$ cat config.mk
export PLATFORM = sky130hd
export DESIGN_NAME = instruction_fetch_flat
export DESIGN_NICKNAME = d
export VERILOG_FILES = /design/src/rtl/instruction_fetch_pkg.sv /design/src/rtl/instruction_fetch_if.sv /design/src/rtl/instruction_fetch.sv /design/src/flat_wrapper.sv
export SDC_FILE = /design/constraint.sdc
export NUM_CORES = 1
export LEC_CHECK = 0
export CAP_MARGIN = 20
export CORE_AREA = 3 3 111 113
export DETAILED_ROUTE_END_ITERATION = 8
export DIE_AREA = 0 0 114 116
export PLACE_DENSITY_LB_ADDON = 0.3
export SYNTH_ARGS = -nofsm -noshare
export SYNTH_HDL_FRONTEND = slang
export SYNTH_SLANG_ARGS = --single-unit
$ cat constraint.sdc
create_clock -name clk -period 7.78 [get_ports clk]
set_input_delay 1.945 -clock clk [delete_from_list [all_inputs] [get_ports clk]]
set_output_delay 1.945 -clock clk [all_outputs]
set_load 0.1 [all_outputs]
$ cat src/rtl/instruction_fetch_pkg.sv
// Shared types and defaults for the RV32I instruction-fetch stage.
package instruction_fetch_pkg;

    typedef enum logic [2:0] {
        IF_ST_IDLE,
        IF_ST_REQ,
        IF_ST_WAIT,
        IF_ST_HOLD,
        IF_ST_HALT
    } if_state_e;

    localparam logic [31:0] IF_RESET_PC  = 32'h0000_0000;
    localparam logic [31:0] IF_NOP_INSTR = 32'h0000_0013;

    // Sequential fetch address; wraps modulo 2^32.
    function automatic logic [31:0] pc_next(input logic [31:0] pc);
        return pc + 32'd4;
    endfunction

endpackage

$ cat src/rtl/instruction_fetch_if.sv
// Instruction-memory port, hazard/redirect controls and IF/ID register of the fetch stage.
interface instruction_fetch_if;
    logic        imem_req_valid;
    logic        imem_req_ready;
    logic [31:0] imem_req_addr;
    logic        imem_rsp_valid;
    logic [31:0] imem_rsp_data;
    logic        stall;
    logic        redirect;
    logic [31:0] redirect_pc;
    logic        ifid_valid;
    logic [31:0] ifid_pc;
    logic [31:0] ifid_ir;
    logic        fetch_misaligned;

    modport master (
        output imem_req_valid, imem_req_addr, ifid_valid, ifid_pc, ifid_ir, fetch_misaligned,
        input  imem_req_ready, imem_rsp_valid, imem_rsp_data, stall, redirect, redirect_pc
    );

    modport slave (
        input  imem_req_valid, imem_req_addr, ifid_valid, ifid_pc, ifid_ir, fetch_misaligned,
        output imem_req_ready, imem_rsp_valid, imem_rsp_data, stall, redirect, redirect_pc
    );
endinterface

$ cat src/rtl/instruction_fetch.sv
// IF stage: one outstanding word fetch, IF/ID register with stall hold, redirect flush and stale-response drop.
// Optional IF_MISALIGN_CHECK_EN: misaligned redirect targets raise a sticky flag and halt fetching.
module instruction_fetch
    import instruction_fetch_pkg::*;
#(
    parameter logic [31:0] RESET_PC  = IF_RESET_PC,
    parameter logic [31:0] NOP_INSTR = IF_NOP_INSTR
) (
    input  logic                clk,
    input  logic                reset,
    instruction_fetch_if.master bus
);

    if_state_e   state_q, state_d;
    logic [31:0] pc_q, pc_d;
    logic [31:0] buf_q, buf_d;
    logic        drop_q, drop_d;
    logic        mis_q, mis_d;
    logic        ifid_valid_q, ifid_valid_d;
    logic [31:0] ifid_pc_q, ifid_pc_d;
    logic [31:0] ifid_ir_q, ifid_ir_d;

    logic        handshake;
    logic        in_flight;
    logic        load;
    logic [31:0] load_ir;
    logic [31:0] target_pc;
    logic        target_misaligned;

`ifdef IF_MISALIGN_CHECK_EN
    assign target_pc         = bus.redirect_pc;
    assign target_misaligned = |bus.redirect_pc[1:0];
`else
    assign target_pc         = bus.redirect_pc & ~32'd3;
    assign target_misaligned = 1'b0;
`endif

    assign handshake = (state_q == IF_ST_REQ) && bus.imem_req_ready;

    // A request is still owed a response unless it is returning this very cycle.
    assign in_flight = handshake
                    || ((state_q == IF_ST_WAIT) && !bus.imem_rsp_valid)
                    || ((state_q == IF_ST_HALT) && drop_q && !bus.imem_rsp_valid);

    always_comb begin
        state_d      = state_q;
        pc_d         = pc_q;
        buf_d        = buf_q;
        drop_d       = drop_q;
        mis_d        = mis_q;
        ifid_valid_d = ifid_valid_q;
        ifid_pc_d    = ifid_pc_q;
        ifid_ir_d    = ifid_ir_q;
        load         = 1'b0;
        load_ir      = bus.imem_rsp_data;

        case (state_q)
            IF_ST_IDLE: state_d = IF_ST_REQ;
            IF_ST_REQ: begin
                if (bus.imem_req_ready) state_d = IF_ST_WAIT;
            end
            IF_ST_WAIT: begin
                if (bus.imem_rsp_valid) begin
                    if (drop_q) begin
                        drop_d  = 1'b0;
                        state_d = IF_ST_REQ;
                    end else if (!bus.stall) begin
                        load    = 1'b1;
                        state_d = IF_ST_REQ;
                    end else begin
                        buf_d   = bus.imem_rsp_data;
                        state_d = IF_ST_HOLD;
                    end
                end
            end
            IF_ST_HOLD: begin
                if (!bus.stall) begin
                    load    = 1'b1;
                    load_ir = buf_q;
                    state_d = IF_ST_REQ;
                end
            end
            IF_ST_HALT: begin
                if (bus.imem_rsp_valid) drop_d = 1'b0;
            end
            default: state_d = IF_ST_IDLE;
        endcase

        if (load) begin
            ifid_valid_d = 1'b1;
            ifid_pc_d    = pc_q;
            ifid_ir_d    = load_ir;
            pc_d         = pc_next(pc_q);
        end else if (!bus.stall) begin
            ifid_valid_d = 1'b0;
            ifid_ir_d    = NOP_INSTR;
        end

        // Redirect overrides stall, any same-cycle load and the HOLD buffer.
        if (bus.redirect) begin
            ifid_valid_d = 1'b0;
            ifid_pc_d    = ifid_pc_q;
            ifid_ir_d    = NOP_INSTR;
            pc_d         = target_pc;
            drop_d       = in_flight;
            if (target_misaligned) begin
                mis_d   = 1'b1;
                state_d = IF_ST_HALT;
            end else begin
                mis_d   = 1'b0;
                state_d = in_flight ? IF_ST_WAIT : IF_ST_REQ;
            end
        end
    end

    always_ff @(posedge clk or posedge reset) begin
        if (reset) begin
            state_q      <= IF_ST_IDLE;
            pc_q         <= RESET_PC;
            buf_q        <= 32'd0;
            drop_q       <= 1'b0;
            mis_q        <= 1'b0;
            ifid_valid_q <= 1'b0;
            ifid_pc_q    <= 32'd0;
            ifid_ir_q    <= NOP_INSTR;
        end else begin
            state_q      <= state_d;
            pc_q         <= pc_d;
            buf_q        <= buf_d;
            drop_q       <= drop_d;
            mis_q        <= mis_d;
            ifid_valid_q <= ifid_valid_d;
            ifid_pc_q    <= ifid_pc_d;
            ifid_ir_q    <= ifid_ir_d;
        end
    end

    assign bus.imem_req_valid   = (state_q == IF_ST_REQ);
    assign bus.imem_req_addr    = pc_q;
    assign bus.ifid_valid       = ifid_valid_q;
    assign bus.ifid_pc          = ifid_pc_q;
    assign bus.ifid_ir          = ifid_ir_q;
    assign bus.fetch_misaligned = mis_q;

endmodule

$ cat src/flat_wrapper.sv
// flat-port wrapper written by rule: the top's interface ports become plain ports
module instruction_fetch_flat import instruction_fetch_pkg::*;
#(
    parameter logic [31:0] RESET_PC  = IF_RESET_PC,
    parameter logic [31:0] NOP_INSTR = IF_NOP_INSTR
)
  (clk, reset, bus_imem_req_valid, bus_imem_req_addr, bus_ifid_valid, bus_ifid_pc, bus_ifid_ir, bus_fetch_misaligned, bus_imem_req_ready, bus_imem_rsp_valid, bus_imem_rsp_data, bus_stall, bus_redirect, bus_redirect_pc);
  instruction_fetch_if bus_i ();
  input  logic clk;
  input  logic reset;
  output wire logic [$bits(bus_i.imem_req_valid)-1:0] bus_imem_req_valid;
  output wire logic [$bits(bus_i.imem_req_addr)-1:0] bus_imem_req_addr;
  output wire logic [$bits(bus_i.ifid_valid)-1:0] bus_ifid_valid;
  output wire logic [$bits(bus_i.ifid_pc)-1:0] bus_ifid_pc;
  output wire logic [$bits(bus_i.ifid_ir)-1:0] bus_ifid_ir;
  output wire logic [$bits(bus_i.fetch_misaligned)-1:0] bus_fetch_misaligned;
  input wire logic [$bits(bus_i.imem_req_ready)-1:0] bus_imem_req_ready;
  input wire logic [$bits(bus_i.imem_rsp_valid)-1:0] bus_imem_rsp_valid;
  input wire logic [$bits(bus_i.imem_rsp_data)-1:0] bus_imem_rsp_data;
  input wire logic [$bits(bus_i.stall)-1:0] bus_stall;
  input wire logic [$bits(bus_i.redirect)-1:0] bus_redirect;
  input wire logic [$bits(bus_i.redirect_pc)-1:0] bus_redirect_pc;
  assign bus_imem_req_valid = bus_i.imem_req_valid;
  assign bus_imem_req_addr = bus_i.imem_req_addr;
  assign bus_ifid_valid = bus_i.ifid_valid;
  assign bus_ifid_pc = bus_i.ifid_pc;
  assign bus_ifid_ir = bus_i.ifid_ir;
  assign bus_fetch_misaligned = bus_i.fetch_misaligned;
  assign bus_i.imem_req_ready = bus_imem_req_ready;
  assign bus_i.imem_rsp_valid = bus_imem_rsp_valid;
  assign bus_i.imem_rsp_data = bus_imem_rsp_data;
  assign bus_i.stall = bus_stall;
  assign bus_i.redirect = bus_redirect;
  assign bus_i.redirect_pc = bus_redirect_pc;
  instruction_fetch #(.RESET_PC(RESET_PC), .NOP_INSTR(NOP_INSTR)) u_core (.clk(clk), .reset(reset), .bus(bus_i));
endmodule
==> results.md, run 1 <==
Floorplan:
- In this run the count of I/O pins placed on the die edge is 169.
- Once the floorplan was initialized, standard cells occupied 51.49% of the core.
- The number of core rows is 39.
- The die covers 13220 um^2.
- The core region area is 11420 um^2.
- The die is approximately 120 um tall.
- The horizontal die dimension is 114 um.

Setup path:
- The largest driver fanout on the critical path is 13.
- The path type of the worst setup path is flip-flop to output pin.
- The data required time at the worst endpoint is 5.84 ns.
- Tracing the worst setup path back leads to its startpoint at u_core.state_q[0].
- The worst setup path is launched from a flip-flop.
- The capturing element type of the critical path is an output pin.
- The worst endpoint data arrival time is 2.56 ns.
- The worst register-to-register path begins at u_core.drop_q.

Placed design:
- The number of port buffers is between 150 and 200.
- The total half-perimeter wirelength after legalization and detailed placement is 9843 um.
- The final estimated routing congestion in global placement is 0.8219.
- Once placement finished, the instance area stood at 7545 um^2.
- OpenSTA, run right after detailed placement, puts the worst setup slack at 3.134 ns.

CTS:
- The tree is rooted in a sky130_fd_sc_hd__clkbuf_16.
- After clock tree synthesis, the repair step resized 0 gates.
- No sink is reached through more buffers than the 2 on the longest clock path.
- The clock reaches the later pin of the worst-skew pair after 0.40 ns.
- The clock-pin transition on the worst setup and hold timing paths is 0.05 ns.
- The H-tree depth is 4.
- TritonCTS built the clock tree.
- The number of setup buffers added after CTS is 0.
- For this design, the CTS-stage hold fixing added 0 buffers.
- TritonCTS created 17 clock buffers.
- For this design, the sink count on the clock tree is 128.

Final layout:
- The area added between synthesis and finish is 37.60%.
- For this run, the share of the core covered by cells in the final layout is 70.85%.
- The number of antenna diodes in the final layout is 0.
- After routing the design area is 8090 um^2.
- Cells with a size suffix above 1 make up 15.53% of the layout.
- The number of nets in the finished design is 734.

GRT:
- The initial antenna violation count is 0.
- Across every metal layer, demand over resource in global routing totals between 20 and 25%.
- The number of global-route vias before repair is roughly 4.8k.
- The global route total overflow is 0.
- The largest net degree at the start of global routing is 76.
- The global-route wire length before repair is 23400 um.

STA:
- The tightest hold path in the finished design has a slack of 0.4723 ns.
- At the pin with the least slew margin, the transition time is around 1.0 ns.
- Summed over all failing endpoints, the final setup total negative slack is 0 ns.
- The share of the clock period used by the worst path after layout is about 58%.
- The final hold violation count was 0.
- Between clock sinks in the finished design, the worst skew comes to 0.005968 ns.
- The max-slew headroom at the worst pin is 30.13%.
- The number of endpoints failing setup at the final stage is 0.
- The clock period minus final worst setup slack is 4.504 ns.
- Setup repair after global routing left no endpoint under its margin.
- Derived from the worst setup path, the maximum achievable clock frequency is 0.2220 GHz.
- The number of pins exceeding their max-slew limit in the final report is 0.
- After layout, the worst setup slack is 3.276 ns.

Power and ir drop:
- Combinational logic is responsible for 46.6% of the overall power.
- The highest ir drop seen on vdd is 0.0003409 V.
- The portion of total power attributed to sequential cells is 30.8%.
- The clock power share is 22.6%.
- Summed over all nets, the switching power comes to 1.501 mW.
- The switching power share of the total is between 40% and 50%.
- In this run the power density over the cells is 400.0 nW/um^2.
- The design internal power is between 1.5 and 2 mW.
- The total leakage power is 3.506 nW.

Status:
- The flow ran to the end, and the final reports show no timing, DRC or antenna violations.

Synthesis:
- Synthesis inferred 128 register bits.
- The number of different library cells used by synthesis comes to 49.
- Synthesis produced a netlist whose cell count is 510.
- Of the synthesized area, sequential elements account for between 50% and 60%.
- Summing every instance area after synthesis gives 5879 um^2.
- Of all flip-flops after synthesis, the portion carrying an async set or reset was 100.0%.
- For this run, the number of Yosys warnings is 0.
- The count of flip-flops with a built-in enable after synthesis is 0.
- After synthesis, the mean cell area works out to around 12 um^2.
- The most used flip-flop cell after synthesis is sky130_fd_sc_hd__dfrtp_1.

Routing:
- The number of DRC violations after detailed routing is 0.
- For this block, the via count after detailed routing is 4625.
- The number of vias per cell is 5.647.
- The number of nets with antenna violations after detailed routing is 0.
- The starting DRC count in detailed routing is 288.
- The wire length per cell is ~18 um.
- The number of detailed-route iterations in the first pass is 4.
- Summed over all layers, the routed wires come to 14640 um.

Flow run:
- Across the run, the number of max-cap violations was 0.

Min path:
- The worst min-delay path class is flip-flop to flip-flop.
- The worst hold path begins at u_core.bus.ifid_ir[29].
## area by class of cell
| class | instances | area (um^2) |
|---|---|---|
| Clock buffer | 25 | 485.5 |
| Clock inverter | 7 | 60.06 |
| Fill cell | 858 | 3328 |
| Inverter | 7 | 28.78 |
| Multi-Input combinational cell | 343 | 2481 |
| Sequential cell | 128 | 3207 |
| Tap cell | 143 | 178.9 |
| Timing Repair Buffer | 166 | 1649 |
## path summary, 6_finish.rpt
check                                         end  slack, ns  cells after the start
min                        u_core.bus.ifid_ir[29]       0.47                      2
min in group asynchronous        u_core.buf_q[29]       1.99                      2
min reg2reg                u_core.bus.ifid_ir[29]       0.47                      2
max in group asynchronous       u_core.state_q[0]       4.38                      3
max reg2reg                u_core.bus.ifid_pc[29]       5.18                      5
max                            bus_imem_req_valid       3.28                      3
## layout by cell type (no fill, tap or decap), types with 6 or more instances in the layout
cell	instances
sky130_fd_sc_hd__xor2_1	6
sky130_fd_sc_hd__nor2b_1	6
sky130_fd_sc_hd__clkbuf_16	17
sky130_fd_sc_hd__clkinv_2	6
sky130_fd_sc_hd__o21ai_0	48
sky130_fd_sc_hd__nor2_1	17
sky130_fd_sc_hd__or4_1	13
sky130_fd_sc_hd__clkdlybuf4s50_1	161
sky130_fd_sc_hd__nand3_1	11
sky130_fd_sc_hd__o31ai_1	11
sky130_fd_sc_hd__nand4_1	9
sky130_fd_sc_hd__inv_1	6
sky130_fd_sc_hd__nand2_1	53
sky130_fd_sc_hd__dfrtp_1	125
sky130_fd_sc_hd__mux2_2	62
sky130_fd_sc_hd__a31oi_1	13
sky130_fd_sc_hd__mux2i_1	30
sky130_fd_sc_hd__o211ai_1	6
## routing by layer
| layer | GRT usage (%) | up-vias | wire length, um |
|---|---|---|---|
| met4 | 7.205 | 0 | 191 |
| met2 | 36.85 | 152 | 7200 |
| li1 | - | 2171 | - |
| met3 | 6.997 | 22 | 1069 |
| met1 | 28.07 | 2280 | 6178 |
| met5 | 0 | - | 0 |
## worst max-delay path, cell delays in order (launching register included)
cell                              delay (ns)
sky130_fd_sc_hd__dfrtp_1                0.64
sky130_fd_sc_hd__inv_1                  0.12
sky130_fd_sc_hd__nor2_1                 0.22
sky130_fd_sc_hd__clkdlybuf4s50_1        1.17
## synthesized netlist by cell type (4+ instances only)
cell	instances	area (um^2)
sky130_fd_sc_hd__o31a_1	5	43.79
sky130_fd_sc_hd__buf_2	8	40.04
sky130_fd_sc_hd__a31oi_1	13	81.33
sky130_fd_sc_hd__nand2_1	54	202.7
sky130_fd_sc_hd__xor2_1	6	52.55
sky130_fd_sc_hd__nand3_1	11	55.05
sky130_fd_sc_hd__and4_1	5	43.79
sky130_fd_sc_hd__nand2b_1	5	31.28
sky130_fd_sc_hd__nand4_1	9	56.30
sky130_fd_sc_hd__nor2b_1	7	43.79
sky130_fd_sc_hd__dfrtp_1	125	3128
sky130_fd_sc_hd__or4_1	13	97.59
sky130_fd_sc_hd__o31ai_1	11	82.58
sky130_fd_sc_hd__inv_1	7	26.28
sky130_fd_sc_hd__o211ai_1	6	45.04
sky130_fd_sc_hd__buf_4	9	67.56
sky130_fd_sc_hd__o21ai_0	48	240.2
sky130_fd_sc_hd__nor4_1	4	25.02
sky130_fd_sc_hd__clkbuf_1	16	60.06
sky130_fd_sc_hd__nor2_1	17	63.81
sky130_fd_sc_hd__mux2i_1	30	300.3
sky130_fd_sc_hd__mux2_2	62	698.2
## cell families (layout without fill, tap and decap cells)
kind of cell / Yosys count / in the layout / synth area share [%]
flops: 128 / 128 / 54.54
mux: 92 / 92 / 16.98
simple gates: 137 / 137 / 12.07
buf+inv: 43 / 205 / 3.745
other cells: 1 / 5 / 0.06378
fa+ha+maj: 1 / 1 / 0.2128
compound gates: 101 / 101 / 11.34
xor+xnor: 7 / 7 / 1.043
## power groups by stage
| stage | combinational, mW | sequential [mW] | clock [mW] |
|---|---|---|---|
| finish | 1.51 | 0.998 | 0.731 |
| global route | 1.56 | 1.03 | 0.776 |
| detailed placement | 1.51 | 1.01 | 0 |
| CTS | 1.52 | 0.998 | 0.747 |
| global placement | 1.49 | 0.988 | 0 |
| floorplan | 0.351 | 1.80 | 0 |
## per-stage QoR
step                cells  power (mW)
finish                819       3.236
global route          819       3.363
global placement      787       2.480
detailed placement    787       2.518
CTS                   819       3.262
floorplan             514       2.146
## registers in the layout, indices dropped and copies added (netlist names)
signal	flops
u_core.bus.ifid_ir	32
u_core.bus.imem_req_addr	30
u_core.bus.ifid_valid	1
u_core.buf_q	32
u_core.drop_q	1
u_core.state_q	2
u_core.bus.ifid_pc	30
No activity file was read; power rests on OpenSTA's default activity.
==> run 2: changes to the inputs <==
- CORE_AREA: 3 3 111 113 -> 3 3 115 117
- DIE_AREA: 0 0 114 116 -> 0 0 118 120
- clock period: 7.78 -> 4.29 ns (I/O delays scaled with it)
==> run 2 against run 1 <==
Global-route usage down 0.82 points. Sequential power up 81%. Total power up 86%. Die area up 7.1%. Final area up 1.9%. Core utilization down 4.7 points. Highest routed layer unchanged. Critical path depth down 2. Clock-buffer cell count down 1. Largest cell class unchanged. First-iteration DRC count down 17%.
==> results.md, run 2 (synthesized netlist as in run 1, its figures left out) <==
Setup path:
- The critical path is of the flip-flop to output pin type.
- Of all nets on the critical path, the largest fanout is 11.
- The worst setup path is launched from a flip-flop.
- The cell with the largest stage delay on the worst path is sky130_fd_sc_hd__clkdlybuf4s50_1.
- STA classifies the critical path endpoint as an output pin.
- The startpoint of the most critical register-to-register path is u_core.bus.imem_req_addr[12].
- The delay contributed by the slowest stage of the critical path is roughly 1.2 ns.
- The number of buffers and inverters on the critical path is 1.
- The critical register-to-register path endpoint is u_core.bus.imem_req_addr[30].
- The cell type group with the largest total delay on the critical path is buffers and inverters.
- At the worst endpoint, the arrival time is ~2.2 ns.
- Counting cells, the worst reg-to-reg path comes to 4.
- The signal on the critical path passes through clkdlybuf4s50_1.
- In this run the number of cells on the critical path is 1.
- The worst register-to-register path has a setup slack of 2.07 ns.
- The data required time at the worst endpoint is approximately 3.2 ns.

CTS:
- The root cell of the clock tree is sky130_fd_sc_hd__clkbuf_16.
- The TritonCTS clock tree is done.
- Buffers inserted to repair hold after CTS numbered 0.
- CTS saw 128 sinks.
- The insertion delay to the later sink of the worst-skew pair is about 0.42 ns.
- Clock tree synthesis inserted a total of 17 buffers.
- Gates resized during post-CTS repair numbered 0.
- The maximum clock insertion buffer count is 2.
- The clock-pin transition on the worst setup and hold timing paths is roughly 0.050 ns.
- The H-tree depth is 4.
- Once the clock tree was built, the setup fixing pass inserted 0 buffers.

Floorplan:
- The core region area is 12470 um^2.
- The floorplan step defined a die boundary enclosing 14160 um^2.
- The effective utilization at floorplan is 47.16%.
- In this run the vertical extent of the chip is approximately 120 um.
- The initialized floorplan defines 41 standard-cell rows.
- In this run the count of I/O pins placed on the die edge is around 170.
- Measured along the x axis, the die boundary spans 118 um.

Flow run:
- The number of max-cap violations is 0.

GRT:
- Entering global routing, the biggest net connects 76 pins.
- The global route total overflow is 0.
- The number of global-route vias before repair is 4949.
- The first global-routing pass estimated 24290 um of wire.
- The total global-route track usage is between 20% and 30%.
- The initial antenna violation count is 0.

Power and ir drop:
- After layout, the design draws a total of 6.004 mW.
- IR analysis of the VDD net gives a maximum drop of between 0.0005 and 0.0006 V.
- In this run the static leakage power is approximately 3.6 nW.
- The power per unit of standard cell area is 728.1 nW/um^2.

Final layout:
- The antenna diode count is 0.
- The post-route netlist has roughly 16% of its cells at a drive strength greater than 1.
- The top cell types in the final layout, fill and taps aside, are sky130_fd_sc_hd__clkdlybuf4s50_1, sky130_fd_sc_hd__dfrtp_1, sky130_fd_sc_hd__mux2_2.
- Leaving out fill and tap cells, the most frequent cell in the layout is sky130_fd_sc_hd__clkdlybuf4s50_1.
- The number of cells in the finished layout apart from fillers is 852.
- After the last flow step, the layout net total stands at 740.
- From synthesis to final layout, the design area changed by 40.26%.

Placed design:
- Counting tap cells, the placed design contains a total of roughly 820 instances.
- Prior to clock tree synthesis, the placed netlist has a worst setup slack of 0.9914 ns.
- The final estimated routing congestion in global placement is between 0.8 and 0.9.
- The total half-perimeter wirelength after legalization and detailed placement is 10110 um.
- Input and output buffers added on the ports amount to ~160.

Routing:
- After detailed routing, the number of remaining DRC violations is 0.
- The wire length reported by the detailed router is approximately 15000 um.
- The first TritonRoute pass finished after 4 iterations.
- For this block, the initial DRC count from the detailed router was 240.
- The overall via count from detail_route is 4671.
- The number of vias per cell is approximately 5.5.
- After detailed routing, the average wire length per cell comes to 17.28 um.
- The number of nets with antenna violations after detailed routing is 0.

Status:
- The run finished with clean final reports.

Min path:
- The path with the worst hold slack has its endpoint at u_core.bus.ifid_ir[14].
- The min-delay analysis places its worst path in the category flip-flop to flip-flop.
- The worst hold path depth is 2.
- The worst hold path startpoint is u_core.bus.ifid_ir[14].

STA:
- The worst setup skew after layout is 0.005629 ns.
- The final-layout setup total negative slack is 0 ns.
- The clock period minus final worst setup slack is 3.262 ns.
- The number of pins exceeding their max-slew limit in the final report is 0.
- The final hold violation count is 0.
- The max-slew headroom at the worst pin is about 30%.
- Based on the critical path, the design can be clocked at up to between 0.3 and 0.4 GHz.
- Setup repair after global routing left no endpoint under its margin.
- The number of endpoints failing setup at the final stage is 0.
- The transition time at the pin with the least slew margin is roughly 1.1 ns.
- The share of the clock period used by the worst path after layout is 76.05%.
- Setup slack on the critical path of the routed design comes to ~1 ns.
run 2: changes by cell type in the layout (fill, tap and decap cells not counted), sizes merged:
cell and change:
inv -1, buf +7, clkinvlp +1, clkinv -3, bufinv +2, clkdlybuf4s50 -1
clkbuf -1
run 2: where the power goes:
part           total [mW]  switching [mW]  internal (mW)
sequential           1.81           0.239           1.57
combinational        2.74            1.99          0.754
clock                1.45           0.489          0.965
total                6.00            2.72           3.29
run 2: metal layers:
| metal | vias to the layer above | global-route usage (%) | part of all wire, % |
|---|---|---|---|
| met4 | 0 | 8.352 | 1.6 |
| met2 | 159 | 36.36 | 50 |
| met5 | - | 0 | 0 |
| met3 | 21 | 7.587 | 7.3 |
| li1 | 2181 | - | - |
| met1 | 2310 | 25.09 | 41 |
run 2: layout make-up:
cell class	count	area, um^2
Fill cell	966	4219
Tap cell	172	215.2
Timing Repair Buffer	172	1717
Multi-Input combinational cell	343	2481
Sequential cell	128	3207
Inverter	7	30.03
Clock buffer	24	491.7
Clock inverter	6	105.1
run 2: worst max-delay path by stage:
stage                                       startpoint                endpoint  slack [ns]
after floorplan                      u_core.state_q[0]      bus_imem_req_valid        1.23
after global placement              bus_imem_rsp_valid  u_core.bus.ifid_pc[25]        1.01
after detailed placement            bus_imem_rsp_valid  u_core.bus.ifid_pc[25]        0.99
after CTS                 u_core.bus.imem_req_addr[12]   bus_imem_req_addr[12]        1.00
after global routing      u_core.bus.imem_req_addr[12]   bus_imem_req_addr[12]        0.96
final                     u_core.bus.imem_req_addr[12]   bus_imem_req_addr[12]        1.03
run 2: through the flow:
step	utilization, %	hold slack [ns]	cell area [um^2]
2_1_floorplan	-	0.4767	5898
3_3_place_gp	61.37	0.4610	7650
3_5_place_dp	61.37	0.4694	7650
4_1_cts	66.15	0.4808	8247
5_1_grt	66.15	0.5048	8247
6_report	66.15	0.4734	8247
==> run 3: changes to the inputs <==
- CORE_AREA: 3 3 115 117 -> 3 3 121 123
- DIE_AREA: 0 0 118 120 -> 0 0 124 126
- clock period: 4.29 -> 2.8 ns (I/O delays scaled with it)
==> run 3 against run 2 <==
Sequential power is 53% higher. First-iteration DRC count is 18% higher. Non-clock buffer count is 4 higher. Critical path type unchanged.
==> results.md, run 3 (synthesized netlist as in run 1, its figures left out) <==
Status:
- The flow ran to the end, and the final reports show no timing, DRC or antenna violations.

CTS:
- The clock passes through at most 2 buffers.
- After clock tree synthesis, the clock-pin slew on the worst setup and hold paths is 0.06 ns.
- The TritonCTS clock tree is done.
- The CTS buffer count is 17.
- The number of gates resized after CTS was 0.
- The insertion delay to the later sink of the worst-skew pair is 0.42 ns.
- CTS saw 128 sinks.
- The number of hold buffers added after CTS was 0.
- The tree is rooted in a sky130_fd_sc_hd__clkbuf_16.
- Post-CTS timing repair inserted 0 buffers for setup.
- The H-tree depth is 4.

Setup path:
- At the worst endpoint, the required time is 2.10 ns.
- The critical path goes through inv_1 -> nor2_1 -> buf_4.
- For the worst setup path, the data arrival time is ~1.8 ns.
- The largest driver fanout on the critical path is 13.
- The capturing element type of the critical path is an output pin.
- The cell with the largest stage delay on the worst path is sky130_fd_sc_hd__dfrtp_1.
- The worst setup path is launched from a flip-flop.
- On the worst path, the slowest cell contributes a delay of about 0.64 ns.
- The path type of the worst setup path is flip-flop to output pin.

Flow run:
- Max-cap violations in this run came to 0.

Floorplan:
- The effective utilization at floorplan is a little over two fifths.
- The number of core rows is 43.
- In this run the count of I/O pins placed on the die edge is 169.
- The core region area is 13770 um^2.
- The overall die area is 15620 um^2.
- The die is around 120 um wide.
- The die is 126 um tall.

Final layout:
- The layout cell share with drive strength beyond 1 is 30.95%.
- The top cell types in the final layout, fill and taps aside, are sky130_fd_sc_hd__dfrtp_1, sky130_fd_sc_hd__buf_4, sky130_fd_sc_hd__clkdlybuf4s50_1.
- Leaving out fill and tap cells, the most frequent cell in the layout is sky130_fd_sc_hd__dfrtp_1.
- The area added between synthesis and finish is 37.35%.
- In the final design database the tool counted 744 nets.
- The antenna diode count is 0.

Placed design:
- During placement, the flow inserted port buffers numbering between 150 and 200.
- The congestion estimate from routability-driven global placement came to 0.7820.
- Once detailed placement completed, the half-perimeter wirelength came to 10150 um.

STA:
- The achievable clock frequency is 0.4032 GHz.
- The transition time at the pin with the least slew margin is around 0.66 ns.
- The number of pins exceeding their max-slew limit in the final report came to 0.
- For the final routed database, the setup TNS stands at 0 ns.
- Between clock sinks in the finished design, the worst skew comes to 0.01034 ns.
- The number of endpoints failing setup at the final stage is 0.
- The share of the clock period used by the worst path after layout is about nine tenths.
- The final hold violation count is 0.
- The smallest clock period supported by the final layout is computed as around 2.5 ns.
- Setup repair after global routing left no endpoint under its margin.
- In this run the tightest slew margin relative to its limit is 55.68%.

Routing:
- After detailed routing, the average wire length per cell comes to 16.87 um.
- The wire length reported by the detailed router is 14600 um.
- Across all layers, the routed design uses between 4k and 5k vias.
- The starting DRC count in detailed routing is 284.
- The detail route stage leaves a number of antenna-violating nets equal to 0.
- The number of detailed-route iterations in the first pass is 4.
- The number of DRC violations after detailed routing is 0.
- Dividing the detail-routed via count by the number of cells gives approximately 5.4.

GRT:
- Entering global routing, the biggest net connects ~130 pins.
- The total global-route track usage is 18.99%.
- The number of global-route vias before repair came to about 4.8k.
- The global-route wire length before repair is 23380 um.
- The initial antenna violation count is 0.
- For this run the aggregate overflow at the end of global routing stands at 0.

Min path:
- The min-delay analysis places its worst path in the category flip-flop to flip-flop.

Power and ir drop:
- The highest ir drop seen on vdd is 0.0008594 V.
- The total leakage power is about 3.7 nW.
- Overall power consumption after layout is estimated at between 8 and 9 mW.
- The power per unit of standard cell area is 1104 nW/um^2.
## run 3: layout make-up
class / count / area, um^2
Clock inverter: 11 / 91.34
Clock buffer: 20 / 456.7
Tap cell: 180 / 225.2
Inverter: 7 / 30.03
Sequential cell: 128 / 3207
Fill cell: 1184 / 5698
Multi-Input combinational cell: 343 / 2481
Timing Repair Buffer: 176 / 1584
## run 3: stage by stage
step / std cells / util (%) / hold WS [ns] / instance area, um^2 / setup slack (ns)
floorplan: 514 / - / 0.4767 / 5898 / 0.1109
global placement: 833 / 54.45 / 0.4626 / 7500 / 0.1258
detailed placement: 834 / 54.65 / 0.4731 / 7527 / 0.08017
CTS: 865 / 58.63 / 0.4856 / 8075 / 0.3384
global route: 865 / 58.63 / 0.5035 / 8075 / 0.2614
finish: 865 / 58.63 / 0.4829 / 8075 / 0.3199
## run 3: per-layer routing
layer / share of wire [%] / up-vias / wire [um] / track usage, %
li1: - / 2200 / - / -
met1: 43 / 2302 / 6292 / 24.21
met2: 48 / 140 / 7063 / 30.67
met3: 7.1 / 20 / 1032 / 6.017
met4: 1.4 / 0 / 207 / 6.186
met5: 0 / - / 0 / 0
## run 3: final timing paths
| check | from | to | slack [ns] | depth (start not counted) |
|---|---|---|---|---|
| min in group asynchronous | reset | u_core.bus.ifid_pc[26] | 0.85 | 3 |
| max in group asynchronous | reset | u_core.state_q[0] | 1.47 | 3 |
| setup / recovery | u_core.state_q[0] | bus_imem_req_valid | 0.32 | 3 |
| hold / removal | u_core.bus.ifid_ir[14] | u_core.bus.ifid_ir[14] | 0.48 | 2 |
| setup reg to reg | u_core.bus.imem_req_addr[13] | u_core.bus.imem_req_addr[27] | 0.59 | 4 |
| hold reg to reg | u_core.bus.ifid_ir[14] | u_core.bus.ifid_ir[14] | 0.48 | 2 |
## run 3: power by group
part	switching (mW)	internal [mW]	total [mW]
Sequential	0.366	2.40	2.77
Combinational	3.05	1.06	4.11
Clock	0.783	1.25	2.03
## run 3: worst max-delay path, delay by kind of cell, from the launching register on
| family | cells | cell delay, ns |
|---|---|---|
| DFF | 1 | 0.64 |
| buffers and inverters | 2 | 0.47 |
| and+or+nand+nor | 1 | 0.25 |
